<file path="config.mk">
export PLATFORM = sky130hd
export DESIGN_NAME = pipeline_ctrl
export DESIGN_NICKNAME = d
export VERILOG_FILES = /design/src/rtl/pipeline_ctrl.sv
export SDC_FILE = /design/constraint.sdc
export NUM_CORES = 1
export LEC_CHECK = 0
export ABC_AREA = 0
export CAP_MARGIN = 15
export CORE_MARGIN = 5
export CORE_UTILIZATION = 49
export CTS_CLUSTER_SIZE = 14
export DETAILED_ROUTE_END_ITERATION = 10
export PLACE_DENSITY = 0.84
export SKIP_LAST_GASP = 1
export SYNTH_ARGS = -nofsm -noshare
export SYNTH_HDL_FRONTEND = slang
export SYNTH_SLANG_ARGS = --single-unit
</file>
<file path="constraint.sdc">
create_clock -name clk -period 4.56 [get_ports clk]
set_clock_uncertainty 0.05 [all_clocks]
set_input_delay 0.456 -clock clk [delete_from_list [all_inputs] [get_ports clk]]
set_output_delay 0.456 -clock clk [all_outputs]
set_load 0.01 [all_outputs]
</file>
<file path="src/rtl/pipeline_ctrl.sv">
// Pipeline hazard/stall controller: per-stage load enables, flush/bubble steering,
// mul/div wait tracking and saturating performance counters.
module pipeline_ctrl #(
  parameter int CNT_W = 16
) (
  input  logic             clk,
  input  logic             rst,
  input  logic             imem_pending,
  input  logic             imem_resp,
  input  logic             dmem_pending,
  input  logic             dmem_resp,
  input  logic             muldiv_start,
  input  logic             muldiv_done,
  input  logic             id_valid,
  input  logic [4:0]       id_rs1,
  input  logic [4:0]       id_rs2,
  input  logic             ex_valid,
  input  logic             ex_is_load,
  input  logic [4:0]       ex_rd,
  input  logic             misprediction,
  output logic             load_pc,
  output logic             load_if_id,
  output logic             load_id_ex,
  output logic             load_ex_mem,
  output logic             load_mem_wb,
  output logic             flush_if_id,
  output logic             flush_id_ex,
  output logic             bubble_id_ex,
  output logic [CNT_W-1:0] stall_cnt,
  output logic [CNT_W-1:0] bubble_cnt,
  output logic [CNT_W-1:0] flush_cnt
);

  typedef enum logic [0:0] {RUN, MULDIV_WAIT} state_t;

  state_t state;
  logic   pending_flush;
  logic   mem_stall;
  logic   stall;
  logic   hazard;
  logic   flush_now;

  function automatic logic [CNT_W-1:0] sat_inc(input logic [CNT_W-1:0] v);
    return (&v) ? v : v + 1'b1;
  endfunction

  always_comb begin
    mem_stall = (imem_pending & ~imem_resp) | (dmem_pending & ~dmem_resp);
    stall     = mem_stall | ((state == RUN) & muldiv_start)
              | ((state == MULDIV_WAIT) & ~muldiv_done);
    hazard    = id_valid & ex_valid & ex_is_load & (ex_rd != 5'd0)
              & ((ex_rd == id_rs1) | (ex_rd == id_rs2));
    flush_now = (misprediction | pending_flush) & ~stall;
  end

  // Priority: reset, stall, flush, load-use hazard, normal advance.
  always_comb begin
    load_pc      = 1'b1;
    load_if_id   = 1'b1;
    load_id_ex   = 1'b1;
    load_ex_mem  = 1'b1;
    load_mem_wb  = 1'b1;
    flush_if_id  = 1'b0;
    flush_id_ex  = 1'b0;
    bubble_id_ex = 1'b0;
    if (rst || stall) begin
      load_pc     = 1'b0;
      load_if_id  = 1'b0;
      load_id_ex  = 1'b0;
      load_ex_mem = 1'b0;
      load_mem_wb = 1'b0;
    end else if (flush_now) begin
      flush_if_id = 1'b1;
      flush_id_ex = 1'b1;
    end else if (hazard) begin
      load_pc      = 1'b0;
      load_if_id   = 1'b0;
      bubble_id_ex = 1'b1;
    end
  end

  // A mul/div start seen during a memory stall is ignored; EX reasserts it.
  always_ff @(posedge clk) begin
    if (rst) begin
      state         <= RUN;
      pending_flush <= 1'b0;
      stall_cnt     <= '0;
      bubble_cnt    <= '0;
      flush_cnt     <= '0;
    end else begin
      case (state)
        RUN:         if (muldiv_start & ~mem_stall) state <= MULDIV_WAIT;
        MULDIV_WAIT: if (muldiv_done & ~mem_stall)  state <= RUN;
        default:     state <= RUN;
      endcase
      if (flush_now)
        pending_flush <= 1'b0;
      else if (misprediction & stall)
        pending_flush <= 1'b1;
      if (stall)        stall_cnt  <= sat_inc(stall_cnt);
      if (bubble_id_ex) bubble_cnt <= sat_inc(bubble_cnt);
      if (flush_now)    flush_cnt  <= sat_inc(flush_cnt);
    end
  end

endmodule

</file>
==> key figures, run 1 <==
Timing
  – Number of endpoints with negative hold slack in the final report: 0
  – Unrepaired setup endpoints after global routing: false
  – Total negative slack for setup checks: 0 ps
  – Slew Limit Fails: 0
  – Pin slew with the least headroom to its limit: 992 ps
  – Shortest clock period the worst path allows after layout: 3140 ps
  – Max-slew headroom at the worst pin: 0.339
  – Final setup violating endpoints: 0
  – Slack of the critical path: 1420 ps
  – Crit share post-route: 0.689
  – Timing-limited maximum frequency: 318 MHz

Clock tree
  – H-tree depth: 2
  – Number of buffers on the longest clock path: 2
  – Root buffer selected by CTS: clkbuf_8
  – Clock edge transition at the registers on the reported setup and hold paths: 90 ps
  – Clock insertion delay at the later pin of the skew report: 290 ps
  – Cells resized by post-CTS repair: 0
  – Clock tree sinks: 50
  – Postcts setup bufs: 0
  – Cts-stage hold buffer count: 0
  – Num CTS Buffers: 5
  – TritonCTS clock tree: yes

Global route
  – GR Layer Usage met1: 0.244
  – First-pass GRT wire length: 10.6 mm
  – GRT Util Overall: 0.197
  – Via count of the first global-routing pass: 2,354
  – Number of antenna violations at the first check in global routing: 0
  – Largest net degree at the start of global routing: 57
  – Global-route met3 utilization: 0.0548
  – Total gr overflow: 0
  – Global-route layer with the greatest usage: met2
  – Global routing usage on met2: 0.334

Setup path
  – Top delay family on crit path: compound AO/OA/AOI/OAI gates
  – Count of buffering cells on the critical path with inverters included: 2
  – CP Max Fanout: 7
  – Launching element of the worst setup path: muldiv_start
  – Critical Path Sink Type: output pin
  – Destination of the worst register-to-register timing path: bubble_cnt[11]
  – Type of the worst setup path: primary input to output pin
  – Number of cells on the worst reg-to-reg path: 6
  – Required time of the critical path: 4050 ps
  – Worst-case register-to-register setup slack: 2010 ps
  – Most used cell along the critical path: clkdlybuf4s50_1
  – Crit path arrival time: 2640 ps
  – CP max stage cell: a2111oi_2
  – Category of the worst setup path launch point: primary input
  – Critical Path Max Stage Delay: 730 ps
  – Critical Path, Cell by Cell: clkdlybuf4s50_1 -> or2_4 -> a2111oi_2 -> o21a_1 -> clkdlybuf4s50_1
  – Crit Reg-Reg Startpoint: state

Synth
  – Sequential cell area fraction in the yosys report: 0.396
  – Number of flip-flops and latches in the synthesized netlist: 50
  – Biggest area consumer among synthesized cells: dfxtp_1
  – Share of cell area taken by muxes after synthesis: 0.0163
  – Cell area after synthesis: 2530 µm²
  – Post-synthesis share of cell area spent on xor and xnor gates: 0.128
  – Area fraction in compound gates after synthesis: 0.102
  – Number of distinct standard cells referenced by the synthesized netlist: 44
  – Synth warnings: 0
  – Post-synthesis share of cell area spent on full adders, half adders and majority gates: 0.0149
  – Synthesized area per cell: 8.39 µm²
  – Share of flip-flops with an asynchronous set or reset after synthesis: 0
  – Cell count after synthesis: 301
  – Main combinational cell family by area after synthesis: simple AND/OR/NAND/NOR gates
  – Commonest cells in the netlist: dfxtp_1, nor2_1, xor2_1
  – Number of flops mapped to enable cells by yosys: 0
  – Synth top area share: 0.396
  – Top area cells in the synthesized netlist: dfxtp_1, xor2_1, nor2_1
  – Post-synth net total: 331
  – Most repeated cell in the gate-level netlist after synthesis: dfxtp_1
  – Area share of and/or/nand/nor cells after synthesis: 0.300
  – Most frequently used flop master after synthesis: dfxtp_1

Run
  – Maximum Capacitance Violations: 0

Layout
  – Area of all placed cells without fillers: 3440 µm²
  – Final nets: 406
  – Layout overhead on the synthesized area: 36.0%
  – Ant diodes: 0
  – Fraction of final layout cells sized beyond drive strength 1: 0.0293
  – Number of non-filler instances in the completed layout: 445

Placed design
  – Number of buffers added on ports: 82
  – Post-placement cell area: 3350 µm²
  – Half-perimeter wire length of the detailed placement result: 4.72 mm
  – # placed instances: 439
  – RD Place Congestion: 0.811
  – DP Worst Slack: 1440 ps

Floorplan
  – Die boundary height: 81.8 µm
  – Horizontal extent of the die: 81.8 µm
  – Full die area: 6690 µm²
  – Number of ports placed on the die boundary: 83
  – Number of rows created at floorplan: 26
  – Initial cell density of the core: 0.501
  – Core ar.: 5040 µm²

Route
  – Remaining number of nets flagged by the antenna check after routing: 0
  – Total wire length: 6.32 mm
  – Number of violations reported at the end of detailed-routing iteration 0: 104
  – Final routed wire length divided by cell count: 14.2 µm
  – Drt drc: 0
  – Vias post-DR: 2,424
  – Detailed-routing iteration count for the pre-antenna-repair pass: 5
  – Vias per cell: 5.45

Worst hold path
  – Worst Hold Path EP: bubble_cnt[5]
  – Critical hold path startpoint: bubble_cnt[5]
  – Hold Path Stages: 2
  – Type of the worst min-delay path: flip-flop to flip-flop

Pwr
  – Switching part of the total: 0.234
  – Int Pwr: 0.000611 W
  – Part of the power in combinational logic: 0.119
  – Worst ir drop on vdd: 0.133 mV
  – Power density over cell area: 232 nW/µm²
  – Part of the total power dissipated in sequential elements: 0.566
  – Clock network fraction of total power: 0.315
  – Leak Pwr: 1.17 nW
  – Reported net switching power: 0.000186 W

Outcome
  – Result of the run: completed
worst reg2reg max path: cells and delay by family, from the launching register on:
family | cells | cell delay [ps]
AO/OA/AOI/OAI | 3 | 980
flip-flops | 1 | 330
AND/OR/NAND/NOR | 3 | 1130
cell usage in the layout (no fill, tap or decap), drive strengths merged, types with 3 or more instances in the layout:
master,netlist,routed
nand3,17,17
nand4,17,17
clkdlybuf4s50,0,81
nand2,14,14
inv,8,8
a21oi,13,13
o31ai,3,3
nor4,3,3
xnor2,8,8
and3,7,7
mux2i,3,3
ha,3,3
dfxtp,50,50
and4,5,5
nor2,41,41
or4,5,5
o21ai,15,15
nor2b,6,6
clkbuf,7,6
nor3,9,9
or3,11,11
xor2,29,29
worst max-delay path by stage:
stage	cells after the start	endpoint
finish	5	load_pc
floorplan	7	bubble_cnt[6]
CTS	5	load_pc
detailed placement	5	load_pc
global placement	7	bubble_cnt[5]
global route	5	load_pc
per-layer routing:
layer  part of all wire  wire (µm)
met1               0.45       2830
met2               0.48       3010
met3              0.063        396
met4              0.012         77
met5                  0          0
flip-flops by register name (all words and copies together), names as in the netlist:
register,cells
bubble_cnt,16
flush_cnt,16
pending_flush,1
stall_cnt,16
state,1
power by group through the flow:
| stage | registers [W] | logic [W] | clock network (W) |
|---|---|---|---|
| final | 0.000451 | 0.0000951 | 0.000251 |
| after detailed placement | 0.000461 | 0.0000954 | 0 |
| after global routing | 0.000452 | 0.000104 | 0.000273 |
| after CTS | 0.000451 | 0.0000958 | 0.000257 |
| after global placement | 0.000461 | 0.0000939 | 0 |
| after floorplan | 0.000462 | 0.0000470 | 0 |
cell type report:
cell class	count	area (µm²)
multi-input cells	229	1420
inverters	8	30.0
clock buffers	6	82.6
fillers	452	1610
well taps	70	87.6
flip-flops and latches	50	1000
repair buffers	82	816
metrics by stage:
step	hold WS (ps)	util	total power, W
after floorplan	417	-	0.000509
after global placement	426	0.665	0.000555
after detailed placement	438	0.665	0.000557
after CTS	449	0.681	0.000804
after global routing	476	0.681	0.000829
final	444	0.681	0.000797
kinds of logic (layout without fill, tap and decap cells):
group                    count (synthesis)  in the layout
adder cells (fa/ha/maj)                  3              3
AND/OR/NAND/NOR                        143            143
multiplexers                             4              4
flip-flops                              50             50
XOR/XNOR                                37             37
AO/OA/AOI/OAI                           42             42
buffers and inverters                   22             96
(Power assumes the default switching activity.)
==> inputs of run 2 (changes only) <==
--- a/config.mk
+++ b/config.mk
@@ -8,10 +8,10 @@
 export ABC_AREA = 0
 export CAP_MARGIN = 15
 export CORE_MARGIN = 5
-export CORE_UTILIZATION = 49
+export CORE_UTILIZATION = 46
 export CTS_CLUSTER_SIZE = 14
 export DETAILED_ROUTE_END_ITERATION = 10
-export PLACE_DENSITY = 0.84
+export PLACE_DENSITY = 0.79
 export SKIP_LAST_GASP = 1
 export SYNTH_ARGS = -nofsm -noshare
 export SYNTH_HDL_FRONTEND = slang
==> constraint.sdc (replaced) <==
create_clock -name clk -period 2.93 [get_ports clk]
set_clock_uncertainty 0.05 [all_clocks]
set_input_delay 0.293 -clock clk [delete_from_list [all_inputs] [get_ports clk]]
set_output_delay 0.293 -clock clk [all_outputs]
set_load 0.01 [all_outputs]
==> key figures, run 2 (synthesized netlist as in run 1, its figures left out) <==
Global route
  – Via count of the first global-routing pass: 2,362 (was 2,354)
  – First-pass GRT wire length: 10.5 mm (was 10.6 mm)
  – GRT Util Overall: 0.178 (was 0.197)
  – Number of antenna violations at the first check in global routing: 0 (unchanged)
  – Largest net degree at the start of global routing: 32 (was 57)
  – Total gr overflow: 0 (unchanged)

Placed design
  – RD Place Congestion: 0.769 (was 0.811)
  – Half-perimeter wire length of the detailed placement result: 4.86 mm (was 4.72 mm)
  – Number of buffers added on ports: 82 (unchanged)
  – Post-placement cell area: 3420 µm² (was 3350 µm²)
  – DP Worst Slack: 119 ps (was 1440 ps)

Route
  – Remaining number of nets flagged by the antenna check after routing: 0 (unchanged)
  – Detailed-routing iteration count for the pre-antenna-repair pass: 6 (was 5)
  – Drt drc: 0 (unchanged)
  – Number of violations reported at the end of detailed-routing iteration 0: 68 (was 104)
  – Vias post-DR: 2,432 (was 2,424)
  – Vias per cell: 5.31 (was 5.45)
  – Final routed wire length divided by cell count: 13.8 µm (was 14.2 µm)
  – Total wire length: 6.32 mm (about the same)

Timing
  – Final setup violating endpoints: 0 (unchanged)
  – Worst slack on hold paths: 385 ps (was 444 ps)
  – Total negative slack for setup checks: 0 ps (unchanged)
  – Slew Limit Fails: 0 (unchanged)
  – Slack of the critical path: 230 ps (was 1420 ps)
  – Crit share post-route: 0.921
  – Timing-limited maximum frequency: 370 MHz
  – Max-slew headroom at the worst pin: 0.669 (was 0.339)
  – Unrepaired setup endpoints after global routing: false (unchanged)
  – Number of endpoints with negative hold slack in the final report: 0 (unchanged)
  – Shortest clock period the worst path allows after layout: 2700 ps
  – Pin slew with the least headroom to its limit: 496 ps (was 992 ps)

Clock tree
  – Num CTS Buffers: 5 (unchanged)
  – H-tree depth: 2 (unchanged)
  – Cts-stage hold buffer count: 0 (unchanged)
  – Number of buffers on the longest clock path: 2 (unchanged)
  – TritonCTS clock tree: yes (unchanged)
  – Cells resized by post-CTS repair: 0 (unchanged)
  – Root buffer selected by CTS: clkbuf_8 (unchanged)
  – Postcts setup bufs: 0 (unchanged)
  – Clock edge transition at the registers on the reported setup and hold paths: 90 ps (about the same)
  – Clock tree sinks: 50 (unchanged)
  – Clock insertion delay at the later pin of the skew report: 290 ps (about the same)

Pwr
  – Reported net switching power: 0.000298 W (was 0.000186 W)
  – Leak Pwr: 1.22 nW (was 1.17 nW)
  – Switching part of the total: 0.224 (was 0.234)
  – Part of the total power dissipated in sequential elements: 0.529 (was 0.566)
  – Power density over cell area: 376 nW/µm² (was 232 nW/µm²)
  – Int Pwr: 0.00103 W (was 0.000611 W)
  – Worst ir drop on vdd: 0.294 mV (was 0.133 mV)
  – Clock network fraction of total power: 0.354 (was 0.315)
  – Part of the power in combinational logic: 0.117 (was 0.119)

Layout
  – Commonest cells after routing, fill and taps aside: clkdlybuf4s50_1, dfxtp_1, nor2_1, xor2_1 (unchanged)
  – Final nets: 415 (was 406)
  – Area of all placed cells without fillers: 3530 µm² (was 3440 µm²)
  – Fraction of final layout cells sized beyond drive strength 1: 0.0518 (was 0.0293)
  – Area of the multi-input gates: 1420 µm² (unchanged)
  – Layout overhead on the synthesized area: 39.7% (was 36.0%)
  – Fill cell instance count of the final layout: 491 (was 452)
  – Top flop regs: bubble_cnt: 16 flops, flush_cnt: 16 flops, stall_cnt: 16 flops (unchanged)
  – Ant diodes: 0 (unchanged)
  – Leading cell type in the layout, fill and taps excluded: clkdlybuf4s50_1 (unchanged)
  – Area taken by flip-flops and latches: 1000 µm² (unchanged)

Floorplan
  – Die boundary height: 84.1 µm (was 81.8 µm)
  – Core ar.: 5410 µm² (was 5040 µm²)
  – Initial cell density of the core: 0.467 (was 0.501)
  – Full die area: 7070 µm² (was 6690 µm²)
  – Number of rows created at floorplan: 27 (was 26)
  – Number of ports placed on the die boundary: 83 (unchanged)
  – Horizontal extent of the die: 84.1 µm (was 81.8 µm)

Outcome
  – Result of the run: completed (unchanged)

Worst hold path
  – Type of the worst min-delay path: primary input to flip-flop (was flip-flop to flip-flop)

Setup path
  – CP Max Fanout: 6 (was 7)
  – Crit path arrival time: 2360 ps (was 2640 ps)
  – Required time of the critical path: 2590 ps (was 4050 ps)
  – Critical Path Sink Type: output pin (unchanged)
  – Category of the worst setup path launch point: primary input (unchanged)
  – Type of the worst setup path: primary input to output pin (unchanged)

Run
  – Maximum Capacitance Violations: 0 (unchanged)
run 2: cell count changes in the layout (fill, tap and decap cells not counted), sizes merged:
cell	before	now
bufinv	0	1
buf	1	10
clkbuf	6	7
run 2: per-layer routing:
metal	up-vias	share of wire	global-route usage
li1	1240	-	-
met4	0	0.0043	0.0351
met1	1129	0.45	0.211
met5	-	0	0
met2	61	0.49	0.321
met3	2	0.054	0.0503
run 2: final cells by class:
| type | instances | share of cell area |
|---|---|---|
| timing repair buffer | 91 | 0.250 |
| inverter | 8 | 0.00851 |
| clock inverter | 1 | 0.00851 |
| tap | 72 | 0.0255 |
| clock buffer | 7 | 0.0216 |
| multi-input combinational | 229 | 0.402 |
| sequential | 50 | 0.284 |
run 2: path summary, 6_finish.rpt:
check / startpoint / slack [ps] / cells after the start / to
worst min-delay path: rst / 380 / 2 / stall_cnt[0]
worst max register to register: state / 530 / 6 / bubble_cnt[11]
worst min register to register: stall_cnt[15] / 450 / 2 / stall_cnt[15]
worst max-delay path: muldiv_start / 230 / 6 / flush_id_ex
run 2: metrics by stage:
step                 util  std cells  power (W)
floorplan               -        301   0.000792
global placement    0.633        450   0.000870
detailed placement  0.633        450   0.000873
CTS                 0.653        458    0.00134
global route        0.653        458    0.00139
finish              0.653        458    0.00133
run 2: power groups by stage:
stage               Combinational [W]  Clock [W]  Sequential, W
finish                       0.000155   0.000470       0.000702
global route                 0.000169   0.000514       0.000704
floorplan                   0.0000731          0       0.000718
global placement             0.000153          0       0.000717
CTS                          0.000156   0.000483       0.000702
detailed placement           0.000156          0       0.000717
run 2: critical path, cell delays in order:
cell and delay (ps):
clkdlybuf4s50_1 430, or2_4 280, a211o_1 290, buf_4 170, nor3_1 290, clkdlybuf4s50_1 610
